`src/rtl/pipe_ctrl_pkg.sv`:
```
// Shared types and constants for the pipeline hazard/stall/flush sequencer.
package pipe_ctrl_pkg;

  localparam int unsigned REG_W  = 5;
  localparam int unsigned TMO_W  = 16;
  localparam int unsigned PERF_W = 32;

  localparam logic [31:0] NOP_INSN = 32'h00000013;

  typedef enum logic [1:0] {
    RUN        = 2'd0,
    MEM_WAIT   = 2'd1,
    KILL_FETCH = 2'd2
  } pipe_ctrl_state_e;

  // One cycle's worth of pipeline-register and PC controls.
  typedef struct packed {
    logic pc_en;
    logic q1q2_en;
    logic q2q3_en;
    logic q3q4_en;
    logic q4q5_en;
    logic q1q2_flush;
    logic q2q3_flush;
  } pipe_ctrl_t;

  localparam pipe_ctrl_t CTRL_FREEZE = '0;
  localparam pipe_ctrl_t CTRL_FLOW   = '{pc_en: 1'b1, q1q2_en: 1'b1, q2q3_en: 1'b1,
                                         q3q4_en: 1'b1, q4q5_en: 1'b1,
                                         q1q2_flush: 1'b0, q2q3_flush: 1'b0};

  function automatic logic src_hits(input logic use_src, input logic [REG_W-1:0] rs,
                                    input logic [REG_W-1:0] rd);
    return use_src & (rs == rd);
  endfunction

endpackage

```
`src/rtl/pipe_ctrl_if.sv`:
```
// Hazard inputs and pipeline controls between the core pipeline and pipe_ctrl.
interface pipe_ctrl_if import pipe_ctrl_pkg::*; ();

  logic [REG_W-1:0] i_q2_rs1;
  logic [REG_W-1:0] i_q2_rs2;
  logic             i_q2_use_rs1;
  logic             i_q2_use_rs2;
  logic             i_q3_is_load;
  logic [REG_W-1:0] i_q3_rd;
  logic             i_q3_redirect;
  logic             i_imem_ready;
  logic             i_dmem_req;
  logic             i_dmem_ready;

  logic             o_pc_en;
  logic             o_q1q2_en;
  logic             o_q2q3_en;
  logic             o_q3q4_en;
  logic             o_q4q5_en;
  logic             o_q1q2_flush;
  logic             o_q2q3_flush;
  logic             o_mem_timeout;

  modport master (
    output i_q2_rs1, i_q2_rs2, i_q2_use_rs1, i_q2_use_rs2, i_q3_is_load, i_q3_rd,
           i_q3_redirect, i_imem_ready, i_dmem_req, i_dmem_ready,
    input  o_pc_en, o_q1q2_en, o_q2q3_en, o_q3q4_en, o_q4q5_en,
           o_q1q2_flush, o_q2q3_flush, o_mem_timeout
  );

  modport slave (
    input  i_q2_rs1, i_q2_rs2, i_q2_use_rs1, i_q2_use_rs2, i_q3_is_load, i_q3_rd,
           i_q3_redirect, i_imem_ready, i_dmem_req, i_dmem_ready,
    output o_pc_en, o_q1q2_en, o_q2q3_en, o_q3q4_en, o_q4q5_en,
           o_q1q2_flush, o_q2q3_flush, o_mem_timeout
  );

endinterface

```
`src/rtl/pipe_ctrl_perf_ctr.sv`:
```
// Wrapping event counter with synchronous clear; used for pipeline performance stats.
module pipe_ctrl_perf_ctr import pipe_ctrl_pkg::*; (
  input  logic              i_clk,
  input  logic              i_clr,
  input  logic              i_en,
  output logic [PERF_W-1:0] o_count
);

  logic [PERF_W-1:0] count_q;

  always_ff @(posedge i_clk) begin
    if (i_clr) begin
      count_q <= '0;
    end else if (i_en) begin
      count_q <= count_q + PERF_W'(1);
    end
  end

  assign o_count = count_q;

endmodule

```
`src/rtl/pipe_ctrl.sv`:
```
// Pipeline hazard/stall/flush sequencer: data-memory wait, redirect, load-use, fetch wait.
// Optional PIPE_CTRL_PERF_EN adds stall-cycle and flush-event counters.
module pipe_ctrl import pipe_ctrl_pkg::*; #(
  parameter int unsigned MEM_TIMEOUT = 255
) (
  input  logic              i_clk,
  input  logic              i_rst,
  pipe_ctrl_if.slave        bus
`ifdef PIPE_CTRL_PERF_EN
  ,
  output logic [PERF_W-1:0] o_stall_cycles,
  output logic [PERF_W-1:0] o_flush_events
`endif
);

  localparam logic [TMO_W-1:0] CNT_SAT  = '1;
  // cnt_q holds the number of earlier stall cycles, so the pulse lands on the MEM_TIMEOUT-th one.
  localparam logic [TMO_W-1:0] TMO_LAST = TMO_W'(MEM_TIMEOUT - 1);

  pipe_ctrl_state_e state_q, state_d;
  logic             kill_pend_q, kill_pend_d;
  logic [TMO_W-1:0] cnt_q, cnt_d;

  logic       mem_stall;
  logic       lu_haz;
  logic       timeout;
  pipe_ctrl_t ctrl;

  assign mem_stall = bus.i_dmem_req & ~bus.i_dmem_ready;
  assign lu_haz    = bus.i_q3_is_load & (bus.i_q3_rd != REG_W'(0)) &
                     (src_hits(bus.i_q2_use_rs1, bus.i_q2_rs1, bus.i_q3_rd) |
                      src_hits(bus.i_q2_use_rs2, bus.i_q2_rs2, bus.i_q3_rd));

  // Priority resolution and next-state decode.
  always_comb begin
    ctrl        = CTRL_FLOW;
    state_d     = state_q;
    kill_pend_d = kill_pend_q;
    cnt_d       = '0;
    timeout     = 1'b0;

    if (mem_stall) begin
      ctrl    = CTRL_FREEZE;
      state_d = MEM_WAIT;
      cnt_d   = (cnt_q == CNT_SAT) ? cnt_q : cnt_q + TMO_W'(1);
      timeout = (cnt_q == TMO_LAST);
    end else if (state_q == KILL_FETCH) begin
      ctrl.q1q2_flush = 1'b1;
      if (bus.i_q3_redirect) begin
        ctrl.q2q3_flush = 1'b1;
      end else if (bus.i_imem_ready) begin
        kill_pend_d = 1'b0;
        state_d     = RUN;
      end
    end else begin
      // RUN, or the MEM_WAIT cycle in which the data access completes.
      if (bus.i_q3_redirect) begin
        ctrl.q1q2_flush = 1'b1;
        ctrl.q2q3_flush = 1'b1;
        if (!bus.i_imem_ready) begin
          kill_pend_d = 1'b1;
        end
      end else if (lu_haz) begin
        ctrl.pc_en      = 1'b0;
        ctrl.q1q2_en    = 1'b0;
        ctrl.q2q3_flush = 1'b1;
      end else if (!bus.i_imem_ready) begin
        ctrl.pc_en      = 1'b0;
        ctrl.q1q2_flush = 1'b1;
      end
      state_d = kill_pend_d ? KILL_FETCH : RUN;
    end

    if (i_rst) begin
      ctrl    = CTRL_FREEZE;
      timeout = 1'b0;
    end
  end

  always_ff @(posedge i_clk) begin
    if (i_rst) begin
      state_q     <= RUN;
      kill_pend_q <= 1'b0;
      cnt_q       <= '0;
    end else begin
      state_q     <= state_d;
      kill_pend_q <= kill_pend_d;
      cnt_q       <= cnt_d;
    end
  end

  assign bus.o_pc_en       = ctrl.pc_en;
  assign bus.o_q1q2_en     = ctrl.q1q2_en;
  assign bus.o_q2q3_en     = ctrl.q2q3_en;
  assign bus.o_q3q4_en     = ctrl.q3q4_en;
  assign bus.o_q4q5_en     = ctrl.q4q5_en;
  assign bus.o_q1q2_flush  = ctrl.q1q2_flush;
  assign bus.o_q2q3_flush  = ctrl.q2q3_flush;
  assign bus.o_mem_timeout = timeout;

`ifdef PIPE_CTRL_PERF_EN
  logic stall_evt;
  logic flush_evt;

  assign stall_evt = ~ctrl.pc_en;
  assign flush_evt = ctrl.q1q2_flush | ctrl.q2q3_flush;

  pipe_ctrl_perf_ctr u_stall_ctr (
    .i_clk   (i_clk),
    .i_clr   (i_rst),
    .i_en    (stall_evt),
    .o_count (o_stall_cycles)
  );

  pipe_ctrl_perf_ctr u_flush_ctr (
    .i_clk   (i_clk),
    .i_clr   (i_rst),
    .i_en    (flush_evt),
    .o_count (o_flush_events)
  );
`endif

endmodule

```
`src/flat_wrapper.sv`:
```
// flat-port wrapper written by rule: the top's interface ports become plain ports
module pipe_ctrl_flat import pipe_ctrl_pkg::*;
#(
  parameter int unsigned MEM_TIMEOUT = 255
)
  (i_clk, i_rst, bus_i_q2_rs1, bus_i_q2_rs2, bus_i_q2_use_rs1, bus_i_q2_use_rs2, bus_i_q3_is_load, bus_i_q3_rd, bus_i_q3_redirect, bus_i_imem_ready, bus_i_dmem_req, bus_i_dmem_ready, bus_o_pc_en, bus_o_q1q2_en, bus_o_q2q3_en, bus_o_q3q4_en, bus_o_q4q5_en, bus_o_q1q2_flush, bus_o_q2q3_flush, bus_o_mem_timeout);
  pipe_ctrl_if bus_i ();
  input  logic i_clk;
  input  logic i_rst;
  input wire logic [$bits(bus_i.i_q2_rs1)-1:0] bus_i_q2_rs1;
  input wire logic [$bits(bus_i.i_q2_rs2)-1:0] bus_i_q2_rs2;
  input wire logic [$bits(bus_i.i_q2_use_rs1)-1:0] bus_i_q2_use_rs1;
  input wire logic [$bits(bus_i.i_q2_use_rs2)-1:0] bus_i_q2_use_rs2;
  input wire logic [$bits(bus_i.i_q3_is_load)-1:0] bus_i_q3_is_load;
  input wire logic [$bits(bus_i.i_q3_rd)-1:0] bus_i_q3_rd;
  input wire logic [$bits(bus_i.i_q3_redirect)-1:0] bus_i_q3_redirect;
  input wire logic [$bits(bus_i.i_imem_ready)-1:0] bus_i_imem_ready;
  input wire logic [$bits(bus_i.i_dmem_req)-1:0] bus_i_dmem_req;
  input wire logic [$bits(bus_i.i_dmem_ready)-1:0] bus_i_dmem_ready;
  output wire logic [$bits(bus_i.o_pc_en)-1:0] bus_o_pc_en;
  output wire logic [$bits(bus_i.o_q1q2_en)-1:0] bus_o_q1q2_en;
  output wire logic [$bits(bus_i.o_q2q3_en)-1:0] bus_o_q2q3_en;
  output wire logic [$bits(bus_i.o_q3q4_en)-1:0] bus_o_q3q4_en;
  output wire logic [$bits(bus_i.o_q4q5_en)-1:0] bus_o_q4q5_en;
  output wire logic [$bits(bus_i.o_q1q2_flush)-1:0] bus_o_q1q2_flush;
  output wire logic [$bits(bus_i.o_q2q3_flush)-1:0] bus_o_q2q3_flush;
  output wire logic [$bits(bus_i.o_mem_timeout)-1:0] bus_o_mem_timeout;
  assign bus_i.i_q2_rs1 = bus_i_q2_rs1;
  assign bus_i.i_q2_rs2 = bus_i_q2_rs2;
  assign bus_i.i_q2_use_rs1 = bus_i_q2_use_rs1;
  assign bus_i.i_q2_use_rs2 = bus_i_q2_use_rs2;
  assign bus_i.i_q3_is_load = bus_i_q3_is_load;
  assign bus_i.i_q3_rd = bus_i_q3_rd;
  assign bus_i.i_q3_redirect = bus_i_q3_redirect;
  assign bus_i.i_imem_ready = bus_i_imem_ready;
  assign bus_i.i_dmem_req = bus_i_dmem_req;
  assign bus_i.i_dmem_ready = bus_i_dmem_ready;
  assign bus_o_pc_en = bus_i.o_pc_en;
  assign bus_o_q1q2_en = bus_i.o_q1q2_en;
  assign bus_o_q2q3_en = bus_i.o_q2q3_en;
  assign bus_o_q3q4_en = bus_i.o_q3q4_en;
  assign bus_o_q4q5_en = bus_i.o_q4q5_en;
  assign bus_o_q1q2_flush = bus_i.o_q1q2_flush;
  assign bus_o_q2q3_flush = bus_i.o_q2q3_flush;
  assign bus_o_mem_timeout = bus_i.o_mem_timeout;
  pipe_ctrl #(.MEM_TIMEOUT(MEM_TIMEOUT)) u_core (.i_clk(i_clk), .i_rst(i_rst), .bus(bus_i));
endmodule
```
`config.mk`:
```
export PLATFORM = sky130hd
export DESIGN_NAME = pipe_ctrl_flat
export DESIGN_NICKNAME = d
export VERILOG_FILES = /design/src/rtl/pipe_ctrl_pkg.sv /design/src/rtl/pipe_ctrl_if.sv /design/src/rtl/pipe_ctrl_perf_ctr.sv /design/src/rtl/pipe_ctrl.sv /design/src/flat_wrapper.sv
export SDC_FILE = /design/constraint.sdc
export NUM_CORES = 1
export LEC_CHECK = 0
export BUFFER_PORTS_ARGS = -buffer_cell sky130_fd_sc_hd__buf_2
export CORE_MARGIN = 1.5
export CORE_UTILIZATION = 45
export DETAILED_ROUTE_END_ITERATION = 10
export GPL_ROUTABILITY_DRIVEN = 0
export MAX_ROUTING_LAYER = met4
export PLACE_DENSITY = 0.73
export REMOVE_ABC_BUFFERS = 1
export SYNTH_ARGS = -nofsm -noshare
export SYNTH_HDL_FRONTEND = slang
export SYNTH_SLANG_ARGS = --single-unit
```
`constraint.sdc`:
```
create_clock -name i_clk -period 1.85 [get_ports i_clk]
set_clock_uncertainty 0.2 [all_clocks]
set_input_delay 0.185 -clock i_clk [delete_from_list [all_inputs] [get_ports i_clk]]
set_output_delay 0.185 -clock i_clk [all_outputs]
set_load 0.05 [all_outputs]
```
==> results.md, run 1 <==
- Yosys cell types: 38
- Area leader, netlist: dfxtp_1
- Worst hold path type: in -> reg
- Switching part of the total: 0.290
- Setup slack, reg-to-reg: -0.04 ns
- Final #Nets: between 200 and 250
- Routed vias/inst: 5.43
- Fin. max-slew vios: 0
- Period utilisation layout: 1.10
- Multi-input logic area: 818 um2
- Vias in the first global route: ~1,100
- Die Wd: between 50 and 60 um
- WL final: between 3000 and 4000 um
- Num ports: 32
- Wire per inst: around 15 um
- Max Root-Sink Buffers: 2
- TritonCTS buffer count: 3
- Delay-heaviest family, CP: simple AND/OR/NAND/NOR gates
- Status: complete, but fails checks
- Final ANT Viol Nets: 0
- Antenna violations before repair: 0
- Logic pwr share: 0.234
- Placed Cells: approximately 210
- # diodes: 0
- Relative slew slack: 0.711
- Crit path cell chain: or4_1 > nor4_2 > buf_4
- Max Cap Violations: 0
- Top_reg_cell synth: dfxtp_1
- Row cnt: 18
- Async S/R FF share, synth: 0
- Iter 0 DRT Violations: 16
- Required time of the critical path: 1.46 ns
- Max Clock Freq: 493 MHz
- Worst skew pair latency: roughly 0.29 ns
- PortBufs: 31
- Post-Syn Instances: 138
- GRT Overall Usage: 0.228
- Pin count of the biggest net entering global routing: 16
- RSZ-0062 raised after global routing: true
- Total power: about 820 uW
- Sw Pwr: ~240 uW
- Clock sinks: 19
- Ys Warns: 0
- Clock Power Share: 0.255
- Cell Pwr Density: approximately 500 nW/um2
- Maximum VDD drop: 0.500 mV
- Grt total ovfl: 0
- Worst Setup Start Kind: flop
- Crit Path Class: reg -> out
- DR vias: between 1,000 and 1,500
- Sequential share of power: 0.511
- Leak Pwr: approximately 0.00065 uW
- Syn_area_per_cell: 8.49 um2
- Critical Path Max Stage Delay: ~0.54 ns
- Die area: around 2900 um2
- Finished Layout Cells: around 220
- Die Ht: 54.0 um
- Initial cell density of the core: 0.473
- Clk root buf: clkbuf_4
- Worst-path clk slew: 0.11 ns
- Tmin final: 2.03 ns
- Htree depth: 1
- Worst Setup End Kind: output port
- Buffers and inverters on the worst path: 1
- Sequential element share of the synthesized area: 0.325
- Worst slew pin tran: roughly 0.43 ns
- P_int: approximately 580 uW
- Fillers: around 210
- Layout cells sized above 1: 0.413
- Yosys top cell area share: 0.325
- WP data arrival: 1.64 ns
- Failing checks: setup timing
- CTS tree: built
- DR pass1 iterations: 4
- Post-synth EDFFs: 0
- Design area: approximately 1600 um2
- Dpl cell area: 1470 um2
- Synthesized area: 1170 um2
- Wire length of the first global-routing pass: between 4000 and 5000 um
- Sequential cell area: about 390 um2
- DRC viols: 0
- Hold Violations, Final: 0
- Crit Path Max Fanout: 5
- #FFs+latches synth: 19
- Core area: around 2500 um2
- CP max-delay cell: or4_1
- Area growth syn-to-layout: 40.4%
- Top post-synthesis cells by area: dfxtp_1 (32%), xnor2_1 (13%), nor2_1 (4.5%)
- Worst setup margin: -0.178 ns
- Setup violations, final: 5
- Post-detail-place hpwl: between 2000 and 2500 um
==> cells in the final DEF, fill, tap and decap left out, types with 5 or more instances in the layout <==
cell / synthesis / routed
buf_2: 0 / 24
buf_4: 2 / 20
xnor2_1: 17 / 17
nor2_1: 14 / 13
dfxtp_1: 19 / 13
nand2_1: 9 / 9
a21oi_1: 10 / 8
dfxtp_2: 0 / 6
inv_1: 5 / 5
nand4_1: 5 / 5
==> tightest hold or removal path: cells and delay by family <==
| kind | cells | cell delay [ns] |
|---|---|---|
| buf+inv | 1 | 0.15 |
| compound gates | 2 | 0.20 |
==> worst paths after layout <==
check,startpoint,end,cells past startpoint
max reg2reg,u_core.cnt_q[0],u_core.cnt_q[14],6
max,u_core.cnt_q[10],bus_o_mem_timeout,3
min reg2reg,u_core.kill_pend_q,u_core.kill_pend_q,2
min,bus_i_q3_redirect,u_core.state_q[1],3
==> cells by family after synthesis <==
family,after synthesis,share of synthesized area
xor+xnor,20,0.150
fa+ha+maj,2,0.0214
flops,19,0.325
compound gates,30,0.168
buf+inv,9,0.0353
simple gates,58,0.301
==> per-stage QoR <==
step	util	hold WS, ns	setup TNS, ns	worst slack, ns
floorplan	-	0.0541	-3.50	-0.972
global placement	0.593	0.167	-0.407	-0.206
detailed placement	0.593	0.168	-0.581	-0.243
CTS	0.635	0.0540	-0.359	-0.180
global route	0.664	0.0771	-0.879	-0.218
finish	0.664	0.0795	-0.385	-0.178
==> flip-flops by register name, indices dropped and copies added, names as in the netlist <==
register and cells:
u_core.cnt_q 16, u_core.kill_pend_q 1, u_core.state_q 2
==> power by group through the flow <==
| stage | registers, uW | clock network [uW] | logic, uW |
|---|---|---|---|
| after CTS | 420 | 214 | 170 |
| after floorplan | 428 | 0 | 92.7 |
| final | 420 | 209 | 192 |
| after global placement | 429 | 0 | 148 |
| after detailed placement | 429 | 0 | 153 |
| after global routing | 421 | 233 | 204 |
==> routing by layer <==
metal	vias up	GRT usage	wire length (um)
li1	596	-	-
met1	556	0.225	1280
met2	30	0.431	1770
met3	8	0.0611	127
met4	0	0.0708	63
met5	-	-	0
==> Yosys cell counts (2+ instances only) <==
library cell	instances
nor3_1	3
inv_1	5
xnor2_1	17
xor2_1	3
nand3_2	2
nor2b_1	2
and2_1	3
a21oi_1	10
nor2_1	14
nand4_1	5
nand2b_1	3
or4_1	2
a211oi_1	4
nand3_1	4
dfxtp_1	19
nand2_1	9
a31oi_1	4
and3_1	2
clkbuf_1	2
o21ai_0	4
buf_4	2
nor3b_1	2
ha_1	2
==> layout make-up <==
cell class                 count  share of cell area
clock buffer                   4              0.0160
inverter                       5              0.0114
multi-input combinational    110               0.498
sequential                    19               0.236
tap                           30              0.0228
timing repair buffer          51               0.216
==> what timing repair did <==
item | CTS | global route
pin swaps | 5 | 2
hold endpoints to repair | 1 | 0
endpoints found under the setup margin | 5 | 13
gates resized for setup | 17 | 16
buffers inserted | 1 | 1
hold buffers | 1 | 0
Power figures use the tool's default switching activity.
==> inputs of run 2 (changes only) <==
Clock period 1.85 ns to 1.65 ns, I/O delays scaled along.
==> results.md, run 2 (synthesis results as in run 1) <==
- Post-detail-place hpwl: 2420 um (+5.3%)
- WP data arrival: 1.67 ns (+0.03 ns)
- Htree depth: 1 (unchanged)
- DR vias: 1,363 (+15%)
- PortBufs: 31 (unchanged)
- Cell Pwr Density: 474 nW/um2 (-5.1%)
- Grt total ovfl: 0 (unchanged)
- Worst-path clk slew: 0.11 ns (about the same)
- DRC viols: 0 (unchanged)
- Worst hold path type: in -> reg
- RR Endpoint: u_core.cnt_q[13]
- Clock sinks: 19 (unchanged)
- Clk root buf: clkbuf_4
- Max Clock Freq: roughly 490 MHz
- WHS Path Cells: 3 (unchanged)
- GRT Overall Usage: 0.269 (+0.0411)
- Fin. max-slew vios: 0 (unchanged)
- Worst R2R Path Depth: 7 (+1)
- Most frequent cells in the layout: buf_4 (42), buf_2 (24), xnor2_1 (16), nor2_1 (11), dfxtp_2 (10)
- Pre-CTS setup slack: -0.447 ns (-0.204 ns)
- Tmin final: slightly above 2 ns
- M2 GR Usage: 0.528 (+0.0976)
- Final #Nets: 240 (+11%)
- Routed vias/inst: 5.61 (+3.2%)
- Worst Setup End Kind: output port
- Iter 0 DRT Violations: 25 (+9)
- Fillers: 161 (-22%)
- WL final: 3960 um (+22%)
- Failing checks: setup timing
- Worst slew pin tran: 0.311 ns (-0.120 ns)
- RSZ-0062 raised after global routing: true
- Status: complete, but fails checks
- Num ports: 32 (unchanged)
- Maximum VDD drop: 0.585 mV (+17%)
- Finished Layout Cells: 243 (+11%)
- Wire per inst: 16.3 um (+10%)
- Setup violations, final: 13 (+8)
- Final ANT Viol Nets: 0 (unchanged)
- Die Ht: 54.0 um (unchanged)
- Max Root-Sink Buffers: 2 (unchanged)
- Final hold slack: 0.0287 ns (-0.0508 ns)
- Dpl cell area: 1620 um2 (+10%)
- Worst setup margin: -0.381 ns (-0.203 ns)
- Fin util: 0.783 (+0.119)
- Required time of the critical path: 1.28 ns (-0.18 ns)
- Largest reg by FF count: u_core.cnt_q
- Sequential share of power: 0.509 (-0.002)
- Crit Path Class: reg -> out
- Worst skew pair latency: 0.30 ns (about the same)
- P_int: 650 uW (+12%)
- Relative slew slack: 0.791 (+0.0799)
- Pin count of the biggest net entering global routing: 16 (unchanged)
- Switching part of the total: 0.293 (+0.00287)
- Layout cells sized above 1: 0.592 (+0.179)
- Most used routing layer: met2
- Routing usage on met3: 0.0583 (-0.00278)
- Hold worst-path end: u_core.state_q[1]
- Wire length of the first global-routing pass: 5450 um (+16%)
- Max Cap Violations: 0 (unchanged)
- # diodes: 0 (unchanged)
- Clock Power Share: 0.265 (+0.010)
- Logic pwr share: 0.225 (-0.009)
- Largest register FFs: 16 (unchanged)
- Largest regs: u_core.cnt_q x16, u_core.state_q x2, u_core.kill_pend_q x1
- GR Layer Usage met1: 0.239 (+0.0140)
- Sw Pwr: 269 uW (+13%)
- Core area: 2480 um2 (unchanged)
- Setup slack, reg-to-reg: -0.24 ns (-0.20 ns)
- Worst Setup Start Kind: flop
- Row cnt: 18 (unchanged)
- Placed Cells: 232 (+9.4%)
- Vias in the first global route: 1,331 (+17%)
- Design area: 1940 um2 (+18%)
- TritonCTS buffer count: 3 (unchanged)
- Die area: 2920 um2 (unchanged)
- Die Wd: 54.0 um (unchanged)
- CTS tree: built
- Initial cell density of the core: 0.473 (unchanged)
- Hold Crit Start: bus_i_q3_redirect
- Antenna violations before repair: 0 (unchanged)
- Leak Pwr: 0.000820 uW (+26%)
- Period utilisation layout: 1.23
- DR pass1 iterations: 4 (unchanged)
- Hold Violations, Final: 0 (unchanged)
- Crit Path Max Fanout: 3 (-2)
- Worst R2R Start: u_core.cnt_q[6]
- Area growth syn-to-layout: 65.6%
- Most common cell after layout, fill and taps aside: buf_4
==> run 2: worst max-delay path by stage <==
stage | from | endpoint | slack, ns | depth (start not counted)
5_1_grt | u_core.cnt_q[15] | bus_o_mem_timeout | -0.44 | 5
4_1_cts | u_core.cnt_q[10] | bus_o_mem_timeout | -0.31 | 3
6_report | u_core.cnt_q[15] | bus_o_mem_timeout | -0.38 | 5
2_1_floorplan | bus_i_dmem_req | bus_o_q1q2_flush | -1.13 | 5
3_5_place_dp | bus_i_q3_rd[0] | bus_o_pc_en | -0.45 | 6
3_3_place_gp | bus_i_q3_rd[0] | bus_o_pc_en | -0.36 | 6
==> run 2: critical path, cell delays in order, from the launching register on <==
cell and delay [ns]:
dfxtp_1 0.34, buf_4 0.15, nor2_1 0.12, nand4_1 0.18, nor4_4 0.37, buf_6 0.20
==> run 2: routing by layer <==
| metal | wire length (um) | vias to the layer above |
|---|---|---|
| met2 | 2150 | 53 |
| met1 | 1440 | 641 |
| met3 | 202 | 22 |
| li1 | - | 647 |
| met5 | 0 | - |
| met4 | 165 | 0 |
==> run 2: metrics by stage <==
| step | TNS (ns) | power [uW] |
|---|---|---|
| CTS | -1.20 | 919 |
| finish | -1.88 | 920 |
| global route | -3.24 | 960 |
| detailed placement | -2.13 | 659 |
| floorplan | -5.27 | 584 |
| global placement | -1.47 | 651 |
==> run 2: power by group through the flow <==
stage	sequential, uW	combinational [uW]	clock, uW
after floorplan	480	104	0
after global placement	481	170	0
after detailed placement	481	178	0
after CTS	471	199	248
after global routing	469	222	269
final	468	207	244
==> run 2: layout make-up <==
cell class | count | area, um2 | share of cell area
clock buffers | 4 | 26.3 | 0.0135
multi-input cells | 110 | 921 | 0.475
repair buffers | 75 | 536 | 0.276
well taps | 30 | 37.5 | 0.0194
flip-flops and latches | 19 | 400 | 0.206
inverters | 5 | 18.8 | 0.00968
==> run 2: timing repair <==
action                     in CTS  in global routing
hold endpoints to repair        1                  0
cloned                          0                  0
hold buffers                    1                  0
pin swaps                      14                  3
gates resized for setup        44                 20
setup endpoints to repair      20                 21
setup buffers                   4                  2
